--- config.mk ---
export PLATFORM = sky130hd
export DESIGN_NAME = reg_timer_flat
export DESIGN_NICKNAME = d
export VERILOG_FILES = /design/src/rtl/reg_timer_if.sv /design/src/rtl/reg_timer.sv /design/src/flat_wrapper.sv
export SDC_FILE = /design/constraint.sdc
export NUM_CORES = 1
export LEC_CHECK = 0
export CORE_MARGIN = 4
export CORE_UTILIZATION = 61
export DETAILED_ROUTE_END_ITERATION = 10
export PLACE_DENSITY_LB_ADDON = 0.25
export SYNTH_ARGS = -nofsm -noshare
export SYNTH_HDL_FRONTEND = slang
export SYNTH_SLANG_ARGS = --single-unit
--- constraint.sdc ---
create_clock -name clk -period 3.8 [get_ports clk]
set_input_delay 0.76 -clock clk [delete_from_list [all_inputs] [get_ports clk]]
set_output_delay 0.76 -clock clk [all_outputs]
set_load 0.1 [all_outputs]
--- src/rtl/reg_timer_if.sv ---
// Register-side bus between the data-bus mux and a memory-mapped responder.
// The mux drives the master side; responders such as reg_timer take the slave side.
interface reg_timer_if #(
  parameter int XLEN = 32
) ();
  logic [15:0]       reg_addr;
  logic              reg_wr_en;
  logic [XLEN/8-1:0] reg_wr_be;
  logic [XLEN-1:0]   reg_wr_data;
  logic              reg_rd_en;
  logic [XLEN-1:0]   reg_rd_data;
  logic              reg_rd_ready;
  logic              reg_wr_ready;

  modport master (
    output reg_addr,
    output reg_wr_en,
    output reg_wr_be,
    output reg_wr_data,
    output reg_rd_en,
    input  reg_rd_data,
    input  reg_rd_ready,
    input  reg_wr_ready
  );

  modport slave (
    input  reg_addr,
    input  reg_wr_en,
    input  reg_wr_be,
    input  reg_wr_data,
    input  reg_rd_en,
    output reg_rd_data,
    output reg_rd_ready,
    output reg_wr_ready
  );
endinterface

--- src/rtl/reg_timer.sv ---
// Memory-mapped 64-bit prescaled timer with a compare register, sticky match and level irq.
// All outputs are zero outside the 32-byte window so responders can be OR-combined.
module reg_timer #(
  parameter int          XLEN      = 32,
  parameter logic [15:0] BASE_ADDR = 16'h0100
) (
  input  logic        clk,
  input  logic        rst,
  reg_timer_if.slave  reg_bus,
  output logic        irq
);

  localparam logic [2:0] OFF_CTRL   = 3'd0;
  localparam logic [2:0] OFF_STATUS = 3'd1;
  localparam logic [2:0] OFF_CNT_LO = 3'd2;
  localparam logic [2:0] OFF_CNT_HI = 3'd3;
  localparam logic [2:0] OFF_CMP_LO = 3'd4;
  localparam logic [2:0] OFF_CMP_HI = 3'd5;

  logic              hit;
  logic              wr_hit;
  logic              rd_hit;
  logic [2:0]        off;
  logic [XLEN-1:0]   wr_data;
  logic [XLEN/8-1:0] wr_be;
  logic              unused_addr_bits;

  logic        en;
  logic        irq_en;
  logic        auto_reload;
  logic [7:0]  prescale;
  logic        match;
  logic [7:0]  pre_cnt;
  logic [63:0] cnt;
  logic [63:0] cmp;
  logic [31:0] cnt_hi_shadow;

  logic        en_nxt;
  logic        irq_en_nxt;
  logic        auto_reload_nxt;
  logic [7:0]  prescale_nxt;
  logic        match_nxt;
  logic [7:0]  pre_cnt_nxt;
  logic [63:0] cnt_nxt;
  logic [63:0] cmp_nxt;

  logic        tick;
  logic        cnt_eq;
  logic [63:0] cnt_tick;

  logic [XLEN-1:0] rd_mux;
  logic [XLEN-1:0] rd_data_q;
  logic            rd_ready_q;
  logic            irq_q;

  function automatic logic [31:0] merge_bytes(
    input logic [31:0] old_val,
    input logic [31:0] new_val,
    input logic [3:0]  be
  );
    logic [31:0] res;
    res = old_val;
    for (int i = 0; i < 4; i++) begin
      if (be[i]) res[i*8 +: 8] = new_val[i*8 +: 8];
    end
    return res;
  endfunction

  assign hit              = (reg_bus.reg_addr[15:5] == BASE_ADDR[15:5]);
  assign off              = reg_bus.reg_addr[4:2];
  assign wr_hit           = reg_bus.reg_wr_en & hit;
  assign rd_hit           = reg_bus.reg_rd_en & hit;
  assign wr_data          = reg_bus.reg_wr_data;
  assign wr_be            = reg_bus.reg_wr_be;
  assign unused_addr_bits = ^reg_bus.reg_addr[1:0];

  // Prescaler only runs while enabled and restarts from zero whenever the timer is off.
  assign tick     = en && (pre_cnt == prescale);
  assign cnt_eq   = (cnt == cmp);
  assign cnt_tick = (cnt_eq && auto_reload) ? 64'd0 : cnt + 64'd1;

  always_comb begin
    if (!en)       pre_cnt_nxt = 8'd0;
    else if (tick) pre_cnt_nxt = 8'd0;
    else           pre_cnt_nxt = pre_cnt + 8'd1;
  end

  // Software writes overlay the tick result byte by byte; a match set beats a W1C clear.
  always_comb begin
    en_nxt          = en;
    irq_en_nxt      = irq_en;
    auto_reload_nxt = auto_reload;
    prescale_nxt    = prescale;
    cmp_nxt         = cmp;
    match_nxt       = match;
    cnt_nxt         = tick ? cnt_tick : cnt;

    if (wr_hit) begin
      case (off)
        OFF_CTRL: begin
          if (wr_be[0]) begin
            en_nxt          = wr_data[0];
            irq_en_nxt      = wr_data[1];
            auto_reload_nxt = wr_data[2];
          end
          if (wr_be[1]) prescale_nxt = wr_data[15:8];
        end
        OFF_STATUS: begin
          if (wr_be[0] && wr_data[0]) match_nxt = 1'b0;
        end
        OFF_CNT_LO: cnt_nxt[31:0]  = merge_bytes(cnt_nxt[31:0], wr_data, wr_be);
        OFF_CNT_HI: cnt_nxt[63:32] = merge_bytes(cnt_nxt[63:32], wr_data, wr_be);
        OFF_CMP_LO: cmp_nxt[31:0]  = merge_bytes(cmp[31:0], wr_data, wr_be);
        OFF_CMP_HI: cmp_nxt[63:32] = merge_bytes(cmp[63:32], wr_data, wr_be);
        default: ;
      endcase
    end

    if (tick && cnt_eq) match_nxt = 1'b1;
  end

  always_comb begin
    rd_mux = '0;
    case (off)
      OFF_CTRL:   rd_mux = {16'd0, prescale, 5'd0, auto_reload, irq_en, en};
      OFF_STATUS: rd_mux = {31'd0, match};
      OFF_CNT_LO: rd_mux = cnt[31:0];
      OFF_CNT_HI: rd_mux = cnt_hi_shadow;
      OFF_CMP_LO: rd_mux = cmp[31:0];
      OFF_CMP_HI: rd_mux = cmp[63:32];
      default:    rd_mux = '0;
    endcase
  end

  // Reading CNT_LO latches the live upper half so a following CNT_HI read is coherent.
  always_ff @(posedge clk) begin
    if (rst) begin
      en            <= 1'b0;
      irq_en        <= 1'b0;
      auto_reload   <= 1'b0;
      prescale      <= 8'd0;
      match         <= 1'b0;
      pre_cnt       <= 8'd0;
      cnt           <= 64'd0;
      cmp           <= '1;
      cnt_hi_shadow <= 32'd0;
      rd_data_q     <= '0;
      rd_ready_q    <= 1'b0;
      irq_q         <= 1'b0;
    end else begin
      en          <= en_nxt;
      irq_en      <= irq_en_nxt;
      auto_reload <= auto_reload_nxt;
      prescale    <= prescale_nxt;
      match       <= match_nxt;
      pre_cnt     <= pre_cnt_nxt;
      cnt         <= cnt_nxt;
      cmp         <= cmp_nxt;
      rd_ready_q  <= rd_hit;
      rd_data_q   <= rd_hit ? rd_mux : '0;
      irq_q       <= match & irq_en;
      if (rd_hit && (off == OFF_CNT_LO)) cnt_hi_shadow <= cnt[63:32];
    end
  end

  assign reg_bus.reg_rd_data  = rd_data_q;
  assign reg_bus.reg_rd_ready = rd_ready_q;
  assign reg_bus.reg_wr_ready = wr_hit & ~rst;
  assign irq                  = irq_q;

endmodule

--- src/flat_wrapper.sv ---
// flat-port wrapper written by rule: the top's interface ports become plain ports
module reg_timer_flat 
#(
  parameter int          XLEN      = 32,
  parameter logic [15:0] BASE_ADDR = 16'h0100
)
  (clk, rst, irq, reg_bus_reg_addr, reg_bus_reg_wr_en, reg_bus_reg_wr_be, reg_bus_reg_wr_data, reg_bus_reg_rd_en, reg_bus_reg_rd_data, reg_bus_reg_rd_ready, reg_bus_reg_wr_ready);
  reg_timer_if #(.XLEN(XLEN)) reg_bus_i ();
  input  logic clk;
  input  logic rst;
  output logic irq;
  input wire logic [$bits(reg_bus_i.reg_addr)-1:0] reg_bus_reg_addr;
  input wire logic [$bits(reg_bus_i.reg_wr_en)-1:0] reg_bus_reg_wr_en;
  input wire logic [$bits(reg_bus_i.reg_wr_be)-1:0] reg_bus_reg_wr_be;
  input wire logic [$bits(reg_bus_i.reg_wr_data)-1:0] reg_bus_reg_wr_data;
  input wire logic [$bits(reg_bus_i.reg_rd_en)-1:0] reg_bus_reg_rd_en;
  output wire logic [$bits(reg_bus_i.reg_rd_data)-1:0] reg_bus_reg_rd_data;
  output wire logic [$bits(reg_bus_i.reg_rd_ready)-1:0] reg_bus_reg_rd_ready;
  output wire logic [$bits(reg_bus_i.reg_wr_ready)-1:0] reg_bus_reg_wr_ready;
  assign reg_bus_i.reg_addr = reg_bus_reg_addr;
  assign reg_bus_i.reg_wr_en = reg_bus_reg_wr_en;
  assign reg_bus_i.reg_wr_be = reg_bus_reg_wr_be;
  assign reg_bus_i.reg_wr_data = reg_bus_reg_wr_data;
  assign reg_bus_i.reg_rd_en = reg_bus_reg_rd_en;
  assign reg_bus_reg_rd_data = reg_bus_i.reg_rd_data;
  assign reg_bus_reg_rd_ready = reg_bus_i.reg_rd_ready;
  assign reg_bus_reg_wr_ready = reg_bus_i.reg_wr_ready;
  reg_timer #(.XLEN(XLEN), .BASE_ADDR(BASE_ADDR)) u_core (.clk(clk), .rst(rst), .reg_bus(reg_bus_i), .irq(irq));
endmodule
==> impl_metrics.py <==
metrics = {
    "min_path": {
        "hp-class": "flop to flop",
    },
    "setup_path": {
        "cp-end-kind": "output port",
        "cp.arrival_ns": 2.55,
        "critPathTopFamily": "simple AND/OR/NAND/NOR gates",
        "critical_path_class": "input port to output port",
        "crit_chain": "clkdlybuf4s50_1, or4_1, nor4_2, and2_1, buf_12",
        "crit_path_max_incr_delay_ns": 0.56,
        "slowest_stage": "or4_1",
        "worst_ep_required_time_ns": 3.04,
        "crit_fanout": 4,
        "worst-path-buf-inv": 2,
        "critPathLaunchType": "input port",
    },
    "synth": {
        "synth-edff-count": 0,
        "synthCells": 1259,
        "ys.flop_type": "dfxtp_1",
        "synth.distinct_cells": 53,
        "synth-seq-cells": 214,
        "ys_seq_area_frac": 0.404,
        "synth_warnings": 0,
        "synth_nets": 1317,
        "syn_area_per_cell_um2": 8.42,
        "ys_async_sr_fraction": 0,
        "syn_area_um2": 10600,
    },
    "detailed_routing": {
        "wl_per_cell_um": 21.3,
        "vias_per_cell": 6.41,
        "drc": 0,
        "routed_wirelength_mm": 33.2,
        "drt_first_pass_iters": 7,
        "vias": 9977,
        "drtIter0Drc": 1460,
        "drtAntennaViolNets": 0,
    },
    "timing": {
        "hold_viol_final": 0,
        "clock_skew_ns": 0.0104,
        "rsz0062_at_grt": "no",
        "setup_violations": 0,
        "worst_slew_pin_slew_ns": 0.992,
        "drv_slew": 0,
        "slew_headroom": 0.337,
        "tns_ns": 0,
        "fin_crit_ns": 3.31,
        "fin_crit_sh": 0.870,
        "fmax_mhz": 303,
    },
    "power_and_ir_drop": {
        "power_density_nw_per_um2": 394,
        "power_mw": 4.89,
        "ir_drop_mv": 0.338,
        "power.leakage_nw": 4.36,
    },
    "clock_network": {
        "cts_setup_buffers": 0,
        "hold_buffers": 0,
        "cts_root_buf": "clkbuf_16",
        "h-tree-depth": 1,
        "clkTransAtPathRegs_ns": 0.06,
        "cts_resized": 0,
        "cts_inserted_buffers": 23,
        "cts_sinks": 214,
        "cts_buffer_depth": 3,
        "insertion_delay_ns": 0.53,
        "cts_tree": "yes",
    },
    "floorplan": {
        "die_h_um": 140,
        "initial_utilization": 0.630,
        "core_area_um2": 16800,
        "dieArea_um2": 19500,
        "num_rows": 47,
        "ios": 91,
        "die_w_um": 140,
    },
    "global_routing": {
        "grt_overflow": 0,
        "grt_pass1_wl_mm": 51.2,
        "grt_max_degree": 69,
        "grt_pass1_vias": 9341,
        "antenna_found_initial": 0,
        "grtUsageTotal": 0.325,
    },
    "run": {
        "cap_violations": 0,
    },
    "final_layout": {
        "drive_above_1_share": 0.0936,
        "num-fill-cells": 1302,
        "area_delta_synth_final_pct": 17.3,
        "n_antenna_cell": 0,
        "multiInputGateArea_um2": 5860,
        "fin_nets": 1377,
        "regArea_um2": 4280,
    },
    "placed_design": {
        "port_buffers": 88,
        "dp.final_hpwl_mm": 22.4,
        "place_congestion": 0.955,
    },
    "run_status": {
        "status": "completed",
    },
}
## flip-flops by register name, summed over array words and instances (netlist names), 8 cells and up
signal,cells
u_core.cmp,64
u_core.cnt,64
u_core.cnt_hi_shadow,32
u_core.reg_bus.reg_rd_data,32
u_core.pre_cnt,8
u_core.prescale,8
## path summary, 6_finish.rpt
kind | from | depth (start not counted) | to | slack, ns
max | reg_bus_reg_addr[6] | 5 | reg_bus_reg_wr_ready | 0.49
min | u_core.cnt_hi_shadow[1] | 2 | u_core.cnt_hi_shadow[1] | 0.46
max reg2reg | u_core.cnt[44] | 8 | u_core.cnt[50] | 0.82
min reg2reg | u_core.cnt_hi_shadow[1] | 2 | u_core.cnt_hi_shadow[1] | 0.46
## synth_stat cells (2+ instances only)
cell type / n / share of area
buf_6: 6 / 0.0064
nand3_2: 6 / 0.0057
nor2b_1: 2 / 0.0012
and3_1: 5 / 0.0030
dfxtp_1: 214 / 0.40
nor4_1: 7 / 0.0041
ha_1: 2 / 0.0024
xnor2_1: 122 / 0.10
or3_1: 3 / 0.0018
a21oi_1: 56 / 0.026
o22ai_1: 2 / 0.0012
a311oi_1: 2 / 0.0017
nor3_1: 31 / 0.015
o31ai_1: 55 / 0.039
mux2i_1: 52 / 0.049
clkbuf_1: 47 / 0.017
and2_1: 6 / 0.0035
xor2_1: 18 / 0.015
nand4_2: 2 / 0.0024
buf_1: 3 / 0.0011
buf_2: 27 / 0.013
nor4_2: 13 / 0.015
nor3_2: 13 / 0.012
nand4_1: 30 / 0.018
nor2_1: 77 / 0.027
and4_1: 6 / 0.0050
nand2b_1: 2 / 0.0012
a32o_1: 6 / 0.0057
nand3_1: 105 / 0.050
buf_4: 2 / 0.0014
mux2_2: 3 / 0.0032
nand2_1: 246 / 0.087
and3b_1: 2 / 0.0017
a22oi_1: 21 / 0.015
nor2_2: 2 / 0.0012
o21ai_0: 13 / 0.0061
and4b_1: 2 / 0.0019
a221oi_1: 20 / 0.017
inv_1: 14 / 0.0050
## worst min-delay path, delay by kind of cell (launching register included)
family,cells,cell delay (ns)
AOI/OAI and AO/OA,1,0.05
and+or+nand+nor,1,0.05
DFF,1,0.31
## final cells by class
class                           count  area share
Clock buffer                       30      0.0525
Clock inverter                     12      0.0138
Inverter                           15     0.00453
Multi-Input combinational cell    944       0.472
Sequential cell                   214       0.345
Tap cell                          220      0.0221
Timing Repair Buffer              121      0.0908
## power breakdown
part           switching (mW)  internal, mW  total, mW
registers           0.0000439          2.24       2.24
clock network           0.953          1.48       2.44
logic                   0.134        0.0813      0.215
total                    1.09          3.81       4.89
## stage by stage
step / worst slack, ns / std cells / hold slack [ns] / cell area (um2) / util
finish: 0.494 / 1556 / 0.457 / 12400 / 0.739
global placement: 0.478 / 1514 / 0.440 / 11600 / 0.690
global route: 0.438 / 1556 / 0.473 / 12400 / 0.739
detailed placement: 0.480 / 1514 / 0.447 / 11600 / 0.690
floorplan: 0.491 / 1259 / 0.432 / 10600 / -
CTS: 0.488 / 1556 / 0.455 / 12400 / 0.739
## cell families after synthesis
logic type	after synthesis	share of synthesized area
multiplexers	55	0.0523
AO/OA/AOI/OAI	177	0.114
XOR/XNOR	140	0.116
buffers and inverters	101	0.0440
flip-flops	214	0.404
adder cells (fa/ha/maj)	2	0.00236
AND/OR/NAND/NOR	570	0.267
## layer usage
| metal | routed length [um] | track usage |
|---|---|---|
| met1 | 12900 | 0.440 |
| met2 | 14700 | 0.500 |
| met3 | 4110 | 0.0775 |
| met4 | 1470 | 0.136 |
| met5 | 0 | 0 |
## placed cells by master, fill, tap and decap left out, types with 21 or more instances in the layout
cell             synthesis  final
a21oi_1                 56     56
dfxtp_1                214    214
buf_4                    2     33
o31ai_1                 55     55
nand3_1                105    105
nor2_1                  77     75
xnor2_1                122    122
clkbuf_16                0     23
nor3_1                  31     30
nand4_1                 30     30
a22oi_1                 21     21
mux2i_1                 52     52
nand2_1                246    246
clkdlybuf4s50_1          0     85
Note: power is estimated with default switching activity, not from simulation.
